`src/rtl/mem_port_arbiter_pkg.sv`:
```
// -----------------------------------------------------------------------------
// risc_toy_pkg
// Shared definitions for the RISC Toy memory port arbiter.
//   arb_state_t  : arbiter FSM state encoding
//   MEM_LAT_DEF  : default memory read latency (cycles from m_cs to m_rdata)
//   AW_DEF/DW_DEF: default address / data widths
// -----------------------------------------------------------------------------
package risc_toy_pkg;

    typedef enum logic [1:0] {
        IDLE  = 2'd0,
        ACC_I = 2'd1,
        ACC_D = 2'd2,
        DONE  = 2'd3
    } arb_state_t;

    localparam int MEM_LAT_DEF = 2;
    localparam int AW_DEF      = 32;
    localparam int DW_DEF      = 32;

endpackage

```
`src/rtl/mem_port_arbiter_if.sv`:
```
// -----------------------------------------------------------------------------
// mem_port_arbiter_if
// Bundles the fetch port, the data port, the memory port and the pipeline
// stall outputs of the arbiter.
//   slave  : arbiter side (takes requests and m_rdata, drives everything else)
//   master : environment side (pipeline stages + memory)
// Signals:
//   if_req/if_addr -> if_rdata/if_ready                 fetch port
//   d_req/d_we/d_addr/d_wdata -> d_rdata/d_ready        data port
//   m_cs/m_we/m_addr/m_wdata <- m_rdata                 memory port
//   stall_if/stall_mem                                  pipeline freeze
// -----------------------------------------------------------------------------
interface mem_port_arbiter_if
    import risc_toy_pkg::*;
#(
    parameter int AW = AW_DEF,
    parameter int DW = DW_DEF
);

    logic          if_req;
    logic [AW-1:0] if_addr;
    logic [DW-1:0] if_rdata;
    logic          if_ready;

    logic          d_req;
    logic          d_we;
    logic [AW-1:0] d_addr;
    logic [DW-1:0] d_wdata;
    logic [DW-1:0] d_rdata;
    logic          d_ready;

    logic          m_cs;
    logic          m_we;
    logic [AW-1:0] m_addr;
    logic [DW-1:0] m_wdata;
    logic [DW-1:0] m_rdata;

    logic          stall_if;
    logic          stall_mem;

    modport slave (
        input  if_req, if_addr, d_req, d_we, d_addr, d_wdata, m_rdata,
        output if_rdata, if_ready, d_rdata, d_ready,
        output m_cs, m_we, m_addr, m_wdata, stall_if, stall_mem
    );

    modport master (
        output if_req, if_addr, d_req, d_we, d_addr, d_wdata, m_rdata,
        input  if_rdata, if_ready, d_rdata, d_ready,
        input  m_cs, m_we, m_addr, m_wdata, stall_if, stall_mem
    );

endinterface

```
`src/rtl/mem_port_arbiter.sv`:
```
// -----------------------------------------------------------------------------
// mem_port_arbiter
// Shares one single-ported memory between the fetch stage and the MEM stage.
// One access at a time: grant in IDLE (data before fetch), hold the memory
// port for MEM_LAT+1 cycles with m_cs only in the first, capture m_rdata on
// the last, then pulse the matching ready for one cycle in DONE.
// Ports:
//   CLK  : clock, rising edge
//   RST  : synchronous active-high reset
//   bus  : mem_port_arbiter_if.slave (fetch, data, memory, stall signals)
// Parameters:
//   MEM_LAT : cycles from m_cs to valid m_rdata (1..15)
//   AW, DW  : address / data widths, must match the interface
// -----------------------------------------------------------------------------
module mem_port_arbiter
    import risc_toy_pkg::*;
#(
    parameter int MEM_LAT = MEM_LAT_DEF,
    parameter int AW      = AW_DEF,
    parameter int DW      = DW_DEF
) (
    input  logic              CLK,
    input  logic              RST,
    mem_port_arbiter_if.slave bus
);

    localparam int            CW       = $clog2(MEM_LAT + 1);
    localparam logic [CW-1:0] CNT_LOAD = CW'(MEM_LAT);

    arb_state_t    r_state;
    arb_state_t    w_state_next;
    logic [CW-1:0] r_cnt;

    logic          r_m_cs;
    logic          r_m_we;
    logic [AW-1:0] r_m_addr;
    logic [DW-1:0] r_m_wdata;
    logic [DW-1:0] r_if_rdata;
    logic [DW-1:0] r_d_rdata;
    logic          r_if_ready;
    logic          r_d_ready;

    logic          w_grant_d;
    logic          w_grant_i;
    logic          w_acc_end;

    // Next-state logic. An access ends on the cycle its counter is zero,
    // which is MEM_LAT cycles after the m_cs cycle, i.e. when m_rdata is valid.
    always_comb begin
        w_state_next = r_state;
        w_grant_d    = 1'b0;
        w_grant_i    = 1'b0;
        w_acc_end    = 1'b0;
        case (r_state)
            IDLE: begin
                // The MEM-stage instruction is older, so it wins.
                if (bus.d_req) begin
                    w_state_next = ACC_D;
                    w_grant_d    = 1'b1;
                end else if (bus.if_req) begin
                    w_state_next = ACC_I;
                    w_grant_i    = 1'b1;
                end
            end
            ACC_I, ACC_D: begin
                if (r_cnt == '0) begin
                    w_state_next = DONE;
                    w_acc_end    = 1'b1;
                end
            end
            DONE: begin
                // Requests are not looked at here; a held request is picked
                // up in the IDLE cycle that follows.
                w_state_next = IDLE;
            end
            default: begin
                w_state_next = IDLE;
            end
        endcase
    end

    always_ff @(posedge CLK) begin
        if (RST) begin
            r_state    <= IDLE;
            r_cnt      <= '0;
            r_m_cs     <= 1'b0;
            r_m_we     <= 1'b0;
            r_m_addr   <= '0;
            r_m_wdata  <= '0;
            r_if_rdata <= '0;
            r_d_rdata  <= '0;
            r_if_ready <= 1'b0;
            r_d_ready  <= 1'b0;
        end else begin
            r_state <= w_state_next;

            // Chip select is a single pulse in the first access cycle.
            r_m_cs <= w_grant_d | w_grant_i;

            if (w_grant_d) begin
                r_m_we    <= bus.d_we;
                r_m_addr  <= bus.d_addr;
                r_m_wdata <= bus.d_wdata;
            end else if (w_grant_i) begin
                r_m_we   <= 1'b0;
                r_m_addr <= bus.if_addr;
            end

            if (w_grant_d || w_grant_i) begin
                r_cnt <= CNT_LOAD;
            end else if (r_cnt != '0) begin
                r_cnt <= r_cnt - CW'(1);
            end

            r_if_ready <= w_acc_end && (r_state == ACC_I);
            r_d_ready  <= w_acc_end && (r_state == ACC_D);

            if (w_acc_end && (r_state == ACC_I)) begin
                r_if_rdata <= bus.m_rdata;
            end
            // A store completes like a load but leaves the load data alone.
            if (w_acc_end && (r_state == ACC_D) && !r_m_we) begin
                r_d_rdata <= bus.m_rdata;
            end
        end
    end

    assign bus.m_cs     = r_m_cs;
    assign bus.m_we     = r_m_we;
    assign bus.m_addr   = r_m_addr;
    assign bus.m_wdata  = r_m_wdata;
    assign bus.if_rdata = r_if_rdata;
    assign bus.if_ready = r_if_ready;
    assign bus.d_rdata  = r_d_rdata;
    assign bus.d_ready  = r_d_ready;

    // The whole pipeline freezes for a data access; the front end also
    // freezes for its own fetch.
    assign bus.stall_mem = bus.d_req & ~r_d_ready;
    assign bus.stall_if  = (bus.if_req & ~r_if_ready) | bus.stall_mem;

endmodule

```
`src/flat_wrapper.sv`:
```
// flat-port wrapper written by rule: the top's interface ports become plain ports
module mem_port_arbiter_flat import risc_toy_pkg::*;
#(
    parameter int MEM_LAT = MEM_LAT_DEF,
    parameter int AW      = AW_DEF,
    parameter int DW      = DW_DEF
)
  (CLK, RST, bus_if_req, bus_if_addr, bus_d_req, bus_d_we, bus_d_addr, bus_d_wdata, bus_m_rdata, bus_if_rdata, bus_if_ready, bus_d_rdata, bus_d_ready, bus_m_cs, bus_m_we, bus_m_addr, bus_m_wdata, bus_stall_if, bus_stall_mem);
  mem_port_arbiter_if #(.AW(AW), .DW(DW)) bus_i ();
  input  logic CLK;
  input  logic RST;
  input wire logic [$bits(bus_i.if_req)-1:0] bus_if_req;
  input wire logic [$bits(bus_i.if_addr)-1:0] bus_if_addr;
  input wire logic [$bits(bus_i.d_req)-1:0] bus_d_req;
  input wire logic [$bits(bus_i.d_we)-1:0] bus_d_we;
  input wire logic [$bits(bus_i.d_addr)-1:0] bus_d_addr;
  input wire logic [$bits(bus_i.d_wdata)-1:0] bus_d_wdata;
  input wire logic [$bits(bus_i.m_rdata)-1:0] bus_m_rdata;
  output wire logic [$bits(bus_i.if_rdata)-1:0] bus_if_rdata;
  output wire logic [$bits(bus_i.if_ready)-1:0] bus_if_ready;
  output wire logic [$bits(bus_i.d_rdata)-1:0] bus_d_rdata;
  output wire logic [$bits(bus_i.d_ready)-1:0] bus_d_ready;
  output wire logic [$bits(bus_i.m_cs)-1:0] bus_m_cs;
  output wire logic [$bits(bus_i.m_we)-1:0] bus_m_we;
  output wire logic [$bits(bus_i.m_addr)-1:0] bus_m_addr;
  output wire logic [$bits(bus_i.m_wdata)-1:0] bus_m_wdata;
  output wire logic [$bits(bus_i.stall_if)-1:0] bus_stall_if;
  output wire logic [$bits(bus_i.stall_mem)-1:0] bus_stall_mem;
  assign bus_i.if_req = bus_if_req;
  assign bus_i.if_addr = bus_if_addr;
  assign bus_i.d_req = bus_d_req;
  assign bus_i.d_we = bus_d_we;
  assign bus_i.d_addr = bus_d_addr;
  assign bus_i.d_wdata = bus_d_wdata;
  assign bus_i.m_rdata = bus_m_rdata;
  assign bus_if_rdata = bus_i.if_rdata;
  assign bus_if_ready = bus_i.if_ready;
  assign bus_d_rdata = bus_i.d_rdata;
  assign bus_d_ready = bus_i.d_ready;
  assign bus_m_cs = bus_i.m_cs;
  assign bus_m_we = bus_i.m_we;
  assign bus_m_addr = bus_i.m_addr;
  assign bus_m_wdata = bus_i.m_wdata;
  assign bus_stall_if = bus_i.stall_if;
  assign bus_stall_mem = bus_i.stall_mem;
  mem_port_arbiter #(.MEM_LAT(MEM_LAT), .AW(AW), .DW(DW)) u_core (.CLK(CLK), .RST(RST), .bus(bus_i));
endmodule
```
`config.mk`:
```
export PLATFORM = sky130hd
export DESIGN_NAME = mem_port_arbiter_flat
export DESIGN_NICKNAME = d
export VERILOG_FILES = /design/src/rtl/mem_port_arbiter_pkg.sv /design/src/rtl/mem_port_arbiter_if.sv /design/src/rtl/mem_port_arbiter.sv /design/src/flat_wrapper.sv
export SDC_FILE = /design/constraint.sdc
export NUM_CORES = 1
export LEC_CHECK = 0
export BUFFER_PORTS_ARGS = -buffer_cell sky130_fd_sc_hd__buf_2
export CAP_MARGIN = 20
export CORE_AREA = 4 4 129 131
export DETAILED_ROUTE_END_ITERATION = 16
export DIE_AREA = 0 0 133 135
export SYNTH_ARGS = -nofsm -noshare
export SYNTH_HDL_FRONTEND = slang
export SYNTH_SLANG_ARGS = --single-unit
```
`constraint.sdc`:
```
create_clock -name CLK -period 2.2 [get_ports CLK]
set_input_delay 0.66 -clock CLK [delete_from_list [all_inputs] [get_ports CLK]]
set_output_delay 0.66 -clock CLK [all_outputs]
set_load 0.005 [all_outputs]
```
* Word-level counts from Yosys, hierarchy flattened
Cells that the tools add are included.
** Word-level totals
- Register bits :: 136
- Input port bits :: 133
- Output and inout port bits :: 134
- Logic and storage cells :: 53
** Operators by class
- Add/sub/neg operators :: 1
- Equal/unequal tests :: 5
- Mux-type cells :: 17
- Bitwise operators :: 6
- Reduce and logical (&&, ||, !) cells :: 13
** Operators with widths (count)
- two-way mux 32 bit :: 2
- two-way mux 2 bit :: 5
- two-way mux 1 bit :: 9
- case mux 2 bit (3 select lines) :: 1
- nonzero test 2 bit :: 3
- == test 2 bit (second input constant) :: 2
- logical NOT 2 bit :: 2
- OR reduction 2 bit :: 2
- logical AND 1 bit :: 3
- inequality test 3 bit (second input constant) :: 1
- AND 1 bit :: 2
- == test 2 x 1 -> 1 bit (second input constant) :: 1
- inequality test 2 x 1 -> 1 bit (second input constant) :: 1
- NOT 1 bit :: 2
- bitwise OR 1 bit :: 2
- AND reduction 2 bit :: 1
- subtractor 2 x 1 -> 2 bit (second input constant) :: 1
- logical NOT 1 bit :: 1
- logical OR 1 bit :: 1

* Longest topological paths before layout
- Word-level depth :: 5
- Mapped depth :: 7
- Mapped depth without buffers :: 5

* Least setup slack after synthesis
Ideal clock, no wire load.
- Path type :: register to register
- Start :: reg u_core.r_state[0]
- End :: reg u_core.r_d_rdata[10] (netlist: u_core.bus.d_rdata[10])
- Library setup time :: 0.072 ns
- Arrival :: 1.500 ns
- Data required time :: 2.128 ns
- Path slack :: 0.629 ns
- Stages on the path, launching flop included :: 7
- Buffers on the path :: 1
- Period minus slack after synthesis :: 1.571 ns
- Cell sequence :: dfxtp_1 -> inv_1 -> ha_1 -> nand4bb_1 -> nor2_2 -> buf_6 -> mux2i_1
** Between the ends
- Word-level cells in the longest chain between the ends :: 5
- Elaborated cells between the ends (all ways) :: 6
- Classes of those cells :: eq/ne (2); mux (1); reduce/logical (3)
** Ends and longest elaborated chain
- start: declaration :: line mem_port_arbiter.sv:30 : arb_state_t r_state;
- start signal: assignment :: line mem_port_arbiter.sv:95 : r_state <= w_state_next;
- == test 2 bit or == test 2 x 1 -> 1 bit (tied branches) :: line mem_port_arbiter.sv:54, mem_port_arbiter.sv:122
- OR reduction 2 bit :: line mem_port_arbiter.sv:54 : case (r_state)
- two-way mux 1 bit :: line mem_port_arbiter.sv:54
- logical AND 1 bit (*) (2 in series) :: line mem_port_arbiter.sv:122 : if (w_acc_end && (r_state == ACC_D) && !r_m_we) begin
- end signal: assignment :: line mem_port_arbiter.sv:123 : r_d_rdata <= bus.m_rdata;
- end: declaration :: line mem_port_arbiter.sv:39 : logic [DW-1:0] r_d_rdata;
Mark *: on every way between the ends. The rest lies on a longest branch, timed or not.
A chain may end at the register's enable or synchronous reset.

* Worst setup path in the final report
- Start :: in bus_d_req
- End :: out bus_stall_if
** Between the ends
- Word-level cells in the longest chain between the ends :: 2
** Ends and longest elaborated chain
- start: declaration :: line flat_wrapper.sv:14 : input wire logic [$bits(bus_i.d_req)-1:0] bus_d_req;
- AND 1 bit :: line mem_port_arbiter.sv:139 : assign bus.stall_mem = bus.d_req & ~r_d_ready;
- bitwise OR 1 bit :: line mem_port_arbiter.sv:140 : assign bus.stall_if = (bus.if_req & ~r_if_ready) | bus.stall_mem;
- end: declaration :: line flat_wrapper.sv:27 : output wire logic [$bits(bus_i.stall_if)-1:0] bus_stall_if;
Every way passes these cells.

==> results by group <==
Status
  – Status: completed

Clocking
  – # clock sinks: 136
  – Clock tree from TritonCTS: done
  – Root Driver: sky130_fd_sc_hd__clkbuf_16
  – Clock Latency Late Sink: 410 ps
  – Clock Tree Buf Depth: 2
  – Quantity of gates resized following cts: 0
  – Number of buffers added by the clock tree synthesis step: 17
  – Clock-pin slew reported for the worst setup and hold paths after clock tree synthesis: 50 ps
  – Number of buffers inserted by post-CTS setup repair: 0
  – Count of hold buffers inserted by post-cts repair: 0
  – Htree depth: 4

Global routing
  – Via count of the first global-routing pass: 4602
  – Total track usage: 16.4%
  – Wire length of the first global-routing pass: 23600 um
  – Largest net degree at the start of global routing: 53
  – Overflow left after global routing: 0
  – Antenna violations before repair: 0

Min path
  – Worst hold path startpoint: u_core.bus.m_wdata[27]
  – Worst hold path depth: 2
  – Hold crit path type: flop to flop
  – Worst hold path endpoint: u_core.bus.m_wdata[27]

Timing
  – Minimum clock period after layout: 1850 ps
  – Total of endpoints with negative setup slack in the final report: 0
  – Highest achievable clock rate: 540 MHz
  – Headroom to the max-slew limit: 73.7%
  – Final Max Slew Viols: 0
  – Final sum of negative setup slack: 0 ps
  – Slew at the pin with the worst max-slew slack: 395 ps
  – Portion of the clock cycle consumed by the worst path in the final layout: 84.1%
  – Fin. Hold Viols: 0
  – Setup repair after global routing missed its margin: false
  – Post-route clock skew: 5.98 ps

Power and ir drop
  – Leak: 3.52 nW
  – Power density of the placed cells: 1100 mW/mm^2
  – IR Drop Worst-Case VDD: 0.000512 V

Floorplanning
  – Die outline area: 0.0180 mm^2
  – Starting Density: 34.5%
  – FP Rows: 46
  – I/O Pins: 267
  – Placeable core region: 0.0156 mm^2
  – X dimension of the die: 133 um
  – Die H: 135 um

Placed design
  – Placed cell count: 1020
  – Routability Congestion: 0.738
  – Count of buffers inserted at the top-level ports: 266
  – Sum of net half-perimeters after detailed placement: 10300 um

Worst setup path
  – Crit. End Element: primary output
  – Kind of start point of the critical path: input port
  – Arr. time, crit path: 1190 ps
  – Worst flop-to-flop path startpoint: u_core.r_state[0]
  – Register-to-register setup slack: 460 ps
  – Destination of the worst register-to-register timing path: u_core.bus.d_rdata[15]
  – Register-to-Register Path Depth: 6
  – Critical path peak fanout: 6
  – Worst Path Class, Setup: input port to primary output
  – Required arrival time at the worst endpoint: 1540 ps

Route
  – Total number of vias: 4715
  – Remaining antenna violation count: 0
  – Post-detailed-route DRC marker count: 0
  – Violation count after the first detailed-routing iteration: 227
  – Total length of routed wires: 14700 um
  – Routed wire per std cell: 14.0 um
  – Number of vias per cell after detailed routing: 4.49
  – DRT Pass-1 Iters: 4

Layout
  – Multi-input logic area: 0.00239 mm^2
  – Footprint of the flip-flops and latches: 0.00272 mm^2
  – Number of fillers in the final layout: 1551
  – Antenna Diode Count: 0
  – Area growth from synthesis to layout: 39.5%
  – Count of placed standard cells in the final layout, fillers left out: 1050
  – Share of post-route cells with drive strength above 1: 37.4%
  – Fin nets: 960

Logic synthesis
  – Distinct cell type count of the synthesized netlist: 29
  – Count of state elements after synthesis: 136
  – Netlist area before placement: 0.00538 mm^2
  – Instance count of the mapped netlist: 570
  – Avg Cell Area, Syn: 9.43 um^2
  – Synthesis Warnings: 0
  – Syn_nets: 707
  – Register area share after synthesis: 50.7%

Run
  – Number of maximum-capacitance constraint violations: 0
[layout by cell type (no fill, tap or decap), types with 5 or more instances in the layout]
master and count:
sky130_fd_sc_hd__buf_2 265, sky130_fd_sc_hd__buf_4 8, sky130_fd_sc_hd__dfxtp_1 136, sky130_fd_sc_hd__nor2_1 6, sky130_fd_sc_hd__mux2i_1 66, sky130_fd_sc_hd__a21oi_1 65
sky130_fd_sc_hd__nand2_1 130, sky130_fd_sc_hd__buf_12 5, sky130_fd_sc_hd__o2bb2ai_1 31, sky130_fd_sc_hd__nand2b_1 65, sky130_fd_sc_hd__inv_1 5, sky130_fd_sc_hd__clkbuf_16 17
[cell usage after synthesis (all sizes together)]
master | count | area (um^2)
dfxtp | 136 | 2720
nand2 | 131 | 492
mux2i | 66 | 661
a21oi | 65 | 325
nand2b | 65 | 407
o2bb2ai | 32 | 287
buf | 31 | 201
clkbuf | 13 | 48.8
nor2 | 7 | 28.8
inv | 5 | 18.8
ha | 4 | 50.1
nand4bb | 2 | 22.5
a211o | 1 | 8.76
a21o | 1 | 7.51
a31oi | 1 | 6.26
and2 | 1 | 6.26
and3b | 1 | 8.76
and4bb | 1 | 12.5
mux2 | 1 | 11.3
nand3 | 1 | 5.00
nand3b | 1 | 7.51
nor3b | 1 | 18.8
o21a | 1 | 7.51
o21ai | 1 | 5.00
o22ai | 1 | 6.26
[per-stage QoR]
stage / hold slack [ps] / total power, mW / utilization, % / area [um^2] / worst slack (ps)
floorplan: 453 / 4.52 / - / 5380 / 629
global placement: 438 / 5.39 / 44.2 / 6890 / 366
detailed placement: 441 / 5.39 / 44.2 / 6890 / 350
CTS: 452 / 8.39 / 48.1 / 7500 / 347
global route: 457 / 8.77 / 48.1 / 7500 / 281
finish: 451 / 8.28 / 48.1 / 7500 / 349
[layer usage]
| metal | up-vias | wire [um] | global-route usage [%] | share of wire (%) |
|---|---|---|---|---|
| met3 | 17 | 1110 | 6.15 | 7.6 |
| met4 | 0 | 214 | 5.95 | 1.5 |
| li1 | 2408 | - | - | - |
| met2 | 174 | 6680 | 24.9 | 46 |
| met1 | 2116 | 6670 | 21.3 | 45 |
| met5 | - | 0 | 0 | 0 |
[area by class of cell]
type / instances / share of cell area [%]
flip-flops and latches: 136 / 36.3
repair buffers: 278 / 19.8
clock buffers: 21 / 6.14
well taps: 216 / 3.60
multi-input cells: 385 / 31.9
clock inverters: 9 / 1.99
inverters: 5 / 0.250
[worst max-delay path, stage by stage]
cell and delay [ps]:
sky130_fd_sc_hd__buf_2 140, sky130_fd_sc_hd__inv_1 90, sky130_fd_sc_hd__o22ai_1 170, sky130_fd_sc_hd__buf_2 130
[where the power goes]
part,internal (mW),switching [mW]
clock,1.94,1.03
combinational,0.998,1.16
sequential,2.93,0.234
total,5.86,2.42
[kinds of logic (layout without fill, tap and decap cells)]
kind of cell / count (synthesis) / count (layout) / share of synthesized area, %
AOI/OAI and AO/OA: 103 / 103 / 12.2
muxes: 67 / 67 / 12.5
buffers and inverters: 49 / 313 / 5.00
DFF: 136 / 136 / 50.7
adders and majority gates: 4 / 4 / 0.931
and+or+nand+nor: 211 / 211 / 18.8
[worst max path at each step]
stage	startpoint	to	cells after the start
detailed placement	bus_d_req	bus_stall_if	4
CTS	bus_d_req	bus_stall_if	4
global route	bus_d_req	bus_stall_if	4
finish	bus_d_req	bus_stall_if	4
floorplan	u_core.r_state[0]	u_core.bus.d_rdata[10]	6
global placement	bus_d_req	bus_stall_if	4
[sequential cells by signal (all words and copies together), names as in the netlist]
signal / cells
u_core.bus.m_addr: 32
u_core.bus.if_rdata: 32
u_core.r_cnt: 2
u_core.bus.if_ready: 1
u_core.bus.m_wdata: 32
u_core.bus.m_cs: 1
u_core.bus.d_rdata: 32
u_core.r_state: 2
u_core.bus.d_ready: 1
u_core.bus.m_we: 1
No activity file was read; power rests on OpenSTA's default activity.
